--- src/rtl/flash_req_arbiter_pkg.sv ---
`default_nettype none
// ============================================================================
// flash_pkg : shared types and constants for the flash request arbiter
// Rev 1.0
// ============================================================================
package flash_pkg;

  typedef enum logic [1:0] {
    FL_READ    = 2'd0,
    FL_WRITE   = 2'd1,
    FL_ERASE4K = 2'd2,
    FL_RSVD    = 2'd3
  } flash_cmd_t;

  typedef enum logic [1:0] {
    IDLE  = 2'd0,
    ISSUE = 2'd1,
    WAIT  = 2'd2,
    RESP  = 2'd3
  } arb_state_t;

  localparam int c_WDOG_W = 16;

endpackage
`default_nettype wire

--- src/rtl/flash_req_arbiter_if.sv ---
`default_nettype none
// ============================================================================
// flash_req_arbiter_if : requester and flash-controller command signals
// Rev 1.0
// ============================================================================
interface flash_req_arbiter_if #(
  parameter int ADDR_W = 24
);

  logic [1:0]          req_valid;
  logic [3:0]          req_cmd;
  logic [2*ADDR_W-1:0] req_addr;
  logic [63:0]         req_wdata;
  logic [1:0]          req_lock;
  logic [1:0]          req_ready;
  logic [1:0]          rsp_valid;
  logic [31:0]         rsp_rdata;
  logic                rsp_err;
  logic                fl_start;
  logic [1:0]          fl_cmd;
  logic [ADDR_W-1:0]   fl_addr;
  logic [31:0]         fl_wdata;
  logic                fl_abort;
  logic                fl_busy;
  logic                fl_done;
  logic [31:0]         fl_rdata;

  modport slave (
    input  req_valid, req_cmd, req_addr, req_wdata, req_lock,
    input  fl_busy, fl_done, fl_rdata,
    output req_ready, rsp_valid, rsp_rdata, rsp_err,
    output fl_start, fl_cmd, fl_addr, fl_wdata, fl_abort
  );

  modport master (
    output req_valid, req_cmd, req_addr, req_wdata, req_lock,
    output fl_busy, fl_done, fl_rdata,
    input  req_ready, rsp_valid, rsp_rdata, rsp_err,
    input  fl_start, fl_cmd, fl_addr, fl_wdata, fl_abort
  );

endinterface
`default_nettype wire

--- src/rtl/flash_req_arbiter_rr_pick.sv ---
`default_nettype none
// ============================================================================
// flash_rr_pick : combinational two-way pick (lock, fixed priority, round-robin)
// Rev 1.0
// ============================================================================
module flash_rr_pick (
  input  logic [1:0] valid_i,
  input  logic       last_grant_i,
  input  logic       fixed_pri_i,
  input  logic       lock_held_i,
  input  logic       owner_i,
  output logic [1:0] grant_o,
  output logic       grant_any_o
);

  always_comb begin
    grant_o = 2'b00;
    if (lock_held_i) begin
      grant_o = owner_i ? {valid_i[1], 1'b0} : {1'b0, valid_i[0]};
    end else if (valid_i == 2'b11) begin
      // Tie: requester 1 under fixed priority, otherwise the one not served last
      grant_o = (fixed_pri_i || !last_grant_i) ? 2'b10 : 2'b01;
    end else begin
      grant_o = valid_i;
    end
  end

  assign grant_any_o = |grant_o;

endmodule
`default_nettype wire

--- src/rtl/flash_req_arbiter.sv ---
`default_nettype none
// ============================================================================
// flash_req_arbiter : shares one flash command port between two requesters
// Rev 1.0
// ============================================================================
module flash_req_arbiter
  import flash_pkg::*;
#(
  parameter int TIMEOUT_CYCLES = 65535,
  parameter int ADDR_W         = 24
) (
  input  logic               clk,
  input  logic               rst_n,
  input  logic               boot_mode,
  flash_req_arbiter_if.slave bus
);

  localparam logic [c_WDOG_W-1:0] c_TMO_LAST = c_WDOG_W'(TIMEOUT_CYCLES - 1);

  arb_state_t          state_q, state_d;
  logic                owner_q, owner_d;
  logic                last_grant_q, last_grant_d;
  logic                lock_held_q, lock_held_d;
  logic                err_q, err_d;
  flash_cmd_t          cmd_q, cmd_d;
  logic [ADDR_W-1:0]   addr_q, addr_d;
  logic [31:0]         wdata_q, wdata_d;
  logic [31:0]         rdata_q, rdata_d;
  logic [c_WDOG_W-1:0] cnt_q, cnt_d;

  logic       w_lock_eff;
  logic [1:0] w_grant;
  logic       w_grant_any;
  logic       w_ready;
  logic       w_start;
  logic       w_abort;
  logic       w_rsp;

  // Lock lapses the same cycle the owner drops req_lock
  assign w_lock_eff = lock_held_q & bus.req_lock[owner_q];

  flash_rr_pick u_pick (
    .valid_i      (bus.req_valid),
    .last_grant_i (last_grant_q),
    .fixed_pri_i  (boot_mode),
    .lock_held_i  (w_lock_eff),
    .owner_i      (owner_q),
    .grant_o      (w_grant),
    .grant_any_o  (w_grant_any)
  );

  always_ff @(posedge clk) begin
    if (!rst_n) begin
      state_q      <= IDLE;
      owner_q      <= 1'b0;
      last_grant_q <= 1'b1;
      lock_held_q  <= 1'b0;
      err_q        <= 1'b0;
      cmd_q        <= FL_READ;
      addr_q       <= '0;
      wdata_q      <= '0;
      rdata_q      <= '0;
      cnt_q        <= '0;
    end else begin
      state_q      <= state_d;
      owner_q      <= owner_d;
      last_grant_q <= last_grant_d;
      lock_held_q  <= lock_held_d;
      err_q        <= err_d;
      cmd_q        <= cmd_d;
      addr_q       <= addr_d;
      wdata_q      <= wdata_d;
      rdata_q      <= rdata_d;
      cnt_q        <= cnt_d;
    end
  end

  always_comb begin
    state_d      = state_q;
    owner_d      = owner_q;
    last_grant_d = last_grant_q;
    lock_held_d  = lock_held_q;
    err_d        = err_q;
    cmd_d        = cmd_q;
    addr_d       = addr_q;
    wdata_d      = wdata_q;
    rdata_d      = rdata_q;
    cnt_d        = cnt_q;
    w_ready      = 1'b0;
    w_start      = 1'b0;
    w_abort      = 1'b0;
    w_rsp        = 1'b0;

    case (state_q)
      IDLE: begin
        lock_held_d = w_lock_eff;
        if (w_grant_any) begin
          owner_d      = w_grant[1];
          last_grant_d = w_grant[1];
          cmd_d        = flash_cmd_t'(({2{w_grant[0]}} & bus.req_cmd[1:0]) |
                                      ({2{w_grant[1]}} & bus.req_cmd[3:2]));
          addr_d       = ({ADDR_W{w_grant[0]}} & bus.req_addr[ADDR_W-1:0]) |
                         ({ADDR_W{w_grant[1]}} & bus.req_addr[2*ADDR_W-1:ADDR_W]);
          wdata_d      = ({32{w_grant[0]}} & bus.req_wdata[31:0]) |
                         ({32{w_grant[1]}} & bus.req_wdata[63:32]);
          state_d      = ISSUE;
        end
      end
      ISSUE: begin
        if (!bus.fl_busy) begin
          w_ready = 1'b1;
          if (cmd_q == FL_RSVD) begin
            err_d   = 1'b1;
            rdata_d = '0;
            state_d = RESP;
          end else begin
            w_start = 1'b1;
            cnt_d   = '0;
            state_d = WAIT;
          end
        end
      end
      WAIT: begin
        if (bus.fl_done) begin
          rdata_d = bus.fl_rdata;
          err_d   = 1'b0;
          state_d = RESP;
        end else if (cnt_q == c_TMO_LAST) begin
          w_abort = 1'b1;
          err_d   = 1'b1;
          rdata_d = '0;
          state_d = RESP;
        end else begin
          cnt_d = cnt_q + 1'b1;
        end
      end
      RESP: begin
        w_rsp       = 1'b1;
        lock_held_d = bus.req_lock[owner_q];
        state_d     = IDLE;
      end
      default: state_d = IDLE;
    endcase
  end

  assign bus.req_ready = {w_ready & owner_q, w_ready & ~owner_q};
  assign bus.rsp_valid = {w_rsp & owner_q, w_rsp & ~owner_q};
  assign bus.rsp_rdata = rdata_q;
  assign bus.rsp_err   = w_rsp & err_q;
  assign bus.fl_start  = w_start;
  assign bus.fl_cmd    = cmd_q;
  assign bus.fl_addr   = addr_q;
  assign bus.fl_wdata  = wdata_q;
  assign bus.fl_abort  = w_abort;

endmodule
`default_nettype wire

--- src/flat_wrapper.sv ---
// flat-port wrapper written by rule: the top's interface ports become plain ports
module flash_req_arbiter_flat import flash_pkg::*;
#(
  parameter int TIMEOUT_CYCLES = 65535,
  parameter int ADDR_W         = 24
)
  (clk, rst_n, boot_mode, bus_req_valid, bus_req_cmd, bus_req_addr, bus_req_wdata, bus_req_lock, bus_fl_busy, bus_fl_done, bus_fl_rdata, bus_req_ready, bus_rsp_valid, bus_rsp_rdata, bus_rsp_err, bus_fl_start, bus_fl_cmd, bus_fl_addr, bus_fl_wdata, bus_fl_abort);
  flash_req_arbiter_if #(.ADDR_W(ADDR_W)) bus_i ();
  input  logic clk;
  input  logic rst_n;
  input  logic boot_mode;
  input wire logic [$bits(bus_i.req_valid)-1:0] bus_req_valid;
  input wire logic [$bits(bus_i.req_cmd)-1:0] bus_req_cmd;
  input wire logic [$bits(bus_i.req_addr)-1:0] bus_req_addr;
  input wire logic [$bits(bus_i.req_wdata)-1:0] bus_req_wdata;
  input wire logic [$bits(bus_i.req_lock)-1:0] bus_req_lock;
  input wire logic [$bits(bus_i.fl_busy)-1:0] bus_fl_busy;
  input wire logic [$bits(bus_i.fl_done)-1:0] bus_fl_done;
  input wire logic [$bits(bus_i.fl_rdata)-1:0] bus_fl_rdata;
  output wire logic [$bits(bus_i.req_ready)-1:0] bus_req_ready;
  output wire logic [$bits(bus_i.rsp_valid)-1:0] bus_rsp_valid;
  output wire logic [$bits(bus_i.rsp_rdata)-1:0] bus_rsp_rdata;
  output wire logic [$bits(bus_i.rsp_err)-1:0] bus_rsp_err;
  output wire logic [$bits(bus_i.fl_start)-1:0] bus_fl_start;
  output wire logic [$bits(bus_i.fl_cmd)-1:0] bus_fl_cmd;
  output wire logic [$bits(bus_i.fl_addr)-1:0] bus_fl_addr;
  output wire logic [$bits(bus_i.fl_wdata)-1:0] bus_fl_wdata;
  output wire logic [$bits(bus_i.fl_abort)-1:0] bus_fl_abort;
  assign bus_i.req_valid = bus_req_valid;
  assign bus_i.req_cmd = bus_req_cmd;
  assign bus_i.req_addr = bus_req_addr;
  assign bus_i.req_wdata = bus_req_wdata;
  assign bus_i.req_lock = bus_req_lock;
  assign bus_i.fl_busy = bus_fl_busy;
  assign bus_i.fl_done = bus_fl_done;
  assign bus_i.fl_rdata = bus_fl_rdata;
  assign bus_req_ready = bus_i.req_ready;
  assign bus_rsp_valid = bus_i.rsp_valid;
  assign bus_rsp_rdata = bus_i.rsp_rdata;
  assign bus_rsp_err = bus_i.rsp_err;
  assign bus_fl_start = bus_i.fl_start;
  assign bus_fl_cmd = bus_i.fl_cmd;
  assign bus_fl_addr = bus_i.fl_addr;
  assign bus_fl_wdata = bus_i.fl_wdata;
  assign bus_fl_abort = bus_i.fl_abort;
  flash_req_arbiter #(.TIMEOUT_CYCLES(TIMEOUT_CYCLES), .ADDR_W(ADDR_W)) u_core (.clk(clk), .rst_n(rst_n), .boot_mode(boot_mode), .bus(bus_i));
endmodule
--- config.mk ---
export PLATFORM = sky130hd
export DESIGN_NAME = flash_req_arbiter_flat
export DESIGN_NICKNAME = d
export VERILOG_FILES = /design/src/rtl/flash_req_arbiter_pkg.sv /design/src/rtl/flash_req_arbiter_if.sv /design/src/rtl/flash_req_arbiter_rr_pick.sv /design/src/rtl/flash_req_arbiter.sv /design/src/flat_wrapper.sv
export SDC_FILE = /design/constraint.sdc
export NUM_CORES = 1
export LEC_CHECK = 0
export ABC_AREA = 1
export CAP_MARGIN = 40
export CORE_AREA = 4 4 183 132
export CTS_CLUSTER_SIZE = 28
export DETAILED_ROUTE_END_ITERATION = 8
export DIE_AREA = 0 0 187 136
export PLACE_DENSITY_LB_ADDON = 0.15
export SLEW_MARGIN = 20
export SYNTH_ARGS = -nofsm -noshare
export SYNTH_HDL_FRONTEND = slang
export SYNTH_HIERARCHICAL = 1
export SYNTH_SLANG_ARGS = --single-unit
--- constraint.sdc ---
create_clock -name clk -period 3.65 [get_ports clk]
set_clock_uncertainty 0.05 [all_clocks]
set_input_delay 0.73 -clock clk [delete_from_list [all_inputs] [get_ports clk]]
set_output_delay 0.73 -clock clk [all_outputs]
set_load 0.05 [all_outputs]
==> qor.txt <==
Worst setup startpoint -> u_core/cnt_q[0]
Syn Inst Count -> 850
Reg clk slew, reported paths -> 0.09 ns
Count of input and output buffers -> 253
Hold Vio Cnt, Final -> 0
Crit start category -> flip-flop
Most frequent cells in the layout -> nand2_1, clkdlybuf4s50_1, dfxtp_1
Post-Syn Area -> 5509 um^2
Post-Syn Nets -> 1014
Status -> finished clean
Max_cap viols -> 0
Total chip power -> 5.670 mW
Diode count -> 0
DRT Wirelength -> 20.24 mm
Pre-CTS setup slack -> 0.4660 ns
Adder-Cell Fraction of Synth Area -> 1.590%
Post-synth top area share -> 40.70%
Fin cells -> 1379
Die width -> 187 um
Mux cell area share after synthesis -> 0.1817%
Area Growth Syn to Fin -> 57.53%
CP endpoint kind -> output pin
I/O pin count -> 254
Resize count post-CTS -> 0
CP Class -> reg2out
Compound-gate portion of the synthesized area -> 9.289%
Flop2flop setup slack -> 1.06 ns
Routed length per instance -> 14.67 um
Top area cells in the synthesized netlist -> dfxtp_1, nand2_1, a31oi_1
Clk sinks -> 112
Final setup fails -> 0
CTS Buffer Depth -> 2
Initial core utilization -> 24.67%
Post-DRT Antenna Nets -> 0
Hold path cells -> 2
R2r worst-path depth -> 12
Setup TNS -> 0 ns
Min-delay src -> u_core/bus.fl_wdata[21]
H-tree Lvls -> 3
Leak Pwr -> 3.402 nW
Fin crit share -> 90.15%
Number of synthesized register bits -> 112
Ys Warns -> 6
Die height -> 136 um
Site Rows -> 46
CORE AREA -> 22330 um^2
Largest family of logic cells by synthesized area -> simple AND/OR/NAND/NOR gates
Min-delay worst type -> reg2reg
CP Max Fanout -> 3
Worst flop-to-flop path endpoint -> u_core/bus.fl_addr[11]
Worst hold endpoint -> u_core/bus.fl_wdata[21]
Initial DRC count -> 282
Final net count -> 1250
XOR/XNOR share of the synthesized area -> 0.7949%
HPWL after DPL -> 15.13 mm
Fmax -> 0.3039 GHz
Post-Synth Simple-Gate Area -> 35.98%
DR pass1 iterations -> 4
Fill cells -> 2364
Area leader, netlist -> dfxtp_1
Layout cells sized above 1 -> 6.233%
RePlAce Congestion -> 0.8207
Total CTS buffers -> 9
Min Hold Slack -> 0.4420 ns
Most common cell after layout, fill and taps aside -> nand2_1
Worst setup margin -> 0.3595 ns
Count of cell types in the netlist -> 29
Placed insts -> 1363
Measured slew at the worst slew-check pin -> 0.5886 ns
Register area -> 2242 um^2
Relative slew margins -> 60.55%
DRC Markers -> 0
Vias in the first global route -> 5819
Vias -> 5984
Largest net degree at the start of global routing -> 48
Period minus WS final -> 3.290 ns
Fin. max-slew vios -> 0
Setup Buffers After CTS -> 0
CP arrival -> 2.51 ns
CTS tree -> done
Sequential cell area fraction in the yosys report -> 40.70%
Worst vdd ir -> 0.2639 mV
Root Buffer -> clkbuf_16
GRT Total Usage -> 15.43%
First-pass GRT wire length -> 31.68 mm
Reg2reg start -> u_core/owner_q
Die Footprint -> 25430 um^2
Req. time, crit path -> 2.87 ns
Grt ovf -> 0
Multi-input gate area -> 2648 um^2
Syn avg cell area -> 6.481 um^2
Pwr/cell area -> 653.3 nW/um^2
Hold_buf cts -> 0
Worst skew pair latency -> 0.35 ns
Via/cell ratio -> 4.339
Unrepaired setup endpoints after global routing -> no
Initial antenna violation count -> 0
[worst max-delay path by stage]
stage,endpoint,cells past startpoint,slack (ns)
2_1_floorplan,bus_fl_abort,8,0.86
3_3_place_gp,bus_fl_start,5,0.46
3_5_place_dp,bus_fl_start,5,0.47
4_1_cts,bus_fl_abort,9,0.36
5_1_grt,bus_fl_abort,9,0.19
6_report,bus_fl_abort,9,0.36
[metrics by stage]
stage,utilization (%),instance area (um^2)
2_1_floorplan,-,5509
3_3_place_gp,37.61,8399
3_5_place_dp,37.61,8399
4_1_cts,38.86,8678
5_1_grt,38.86,8678
6_report,38.86,8678
[where the power goes]
group          internal [mW]  switching, mW  total [mW]
registers               1.48          0.146        1.63
logic                   1.03           2.03        3.06
clock network          0.480          0.503       0.983
[per-layer routing]
layer  global-route usage, %  wire (um)
met5                       0          0
met1                   19.59       9047
met2                   25.11       9299
met3                   5.929       1653
met4                   3.448        234
[area by class of cell]
| cell class | count | share of cell area (%) |
|---|---|---|
| Timing Repair Buffer | 273 | 31.49 |
| Multi-Input combinational cell | 579 | 30.51 |
| Sequential cell | 112 | 25.84 |
| Inverter | 111 | 4.801 |
| Tap cell | 288 | 4.152 |
| Clock buffer | 11 | 2.682 |
| Clock inverter | 5 | 0.5334 |
[sequential cells by signal, summed over array words and instances (netlist names)]
register,flops
u_core/bus.fl_wdata,32
u_core/bus.rsp_rdata,32
u_core/bus.fl_addr,24
u_core/cnt_q,16
u_core/bus.fl_cmd,2
u_core/state_q,2
u_core/err_q,1
u_core/last_grant_q,1
u_core/lock_held_q,1
u_core/owner_q,1
[cells in the mapped netlist]
cell type / number
nand3_4: 1
and2_1: 1
nor3_2: 1
a21oi_1: 13
nor3b_1: 1
clkinv_1: 1
o21ai_1: 2
nor2_1: 75
nor2_2: 1
mux2i_1: 1
inv_2: 24
inv_1: 86
a31oi_1: 58
dfxtp_1: 112
clkbuf_1: 28
nand2_2: 3
nand3_1: 44
nor3_1: 2
buf_6: 3
nand2_1: 319
o21ai_4: 1
buf_2: 10
ha_1: 7
o21ai_0: 10
nand4_1: 33
buf_1: 7
xnor2_1: 1
xor2_1: 4
a211oi_1: 1
[worst max-delay path: stages, from the launching register on]
cell             delay (ns)
dfxtp_1                0.33
inv_1                  0.09
ha_1                   0.15
nand2_1                0.10
nor2_1                 0.11
nand2_1                0.11
nor2_1                 0.19
inv_1                  0.09
nor3_1                 0.15
clkdlybuf4s50_1        0.83
[kinds of logic after synthesis]
group / Yosys count
compound gates: 85
flops: 112
buf+inv: 159
mux: 1
simple gates: 481
fa+ha+maj: 7
xor+xnor: 5
(Power assumes the default switching activity.)
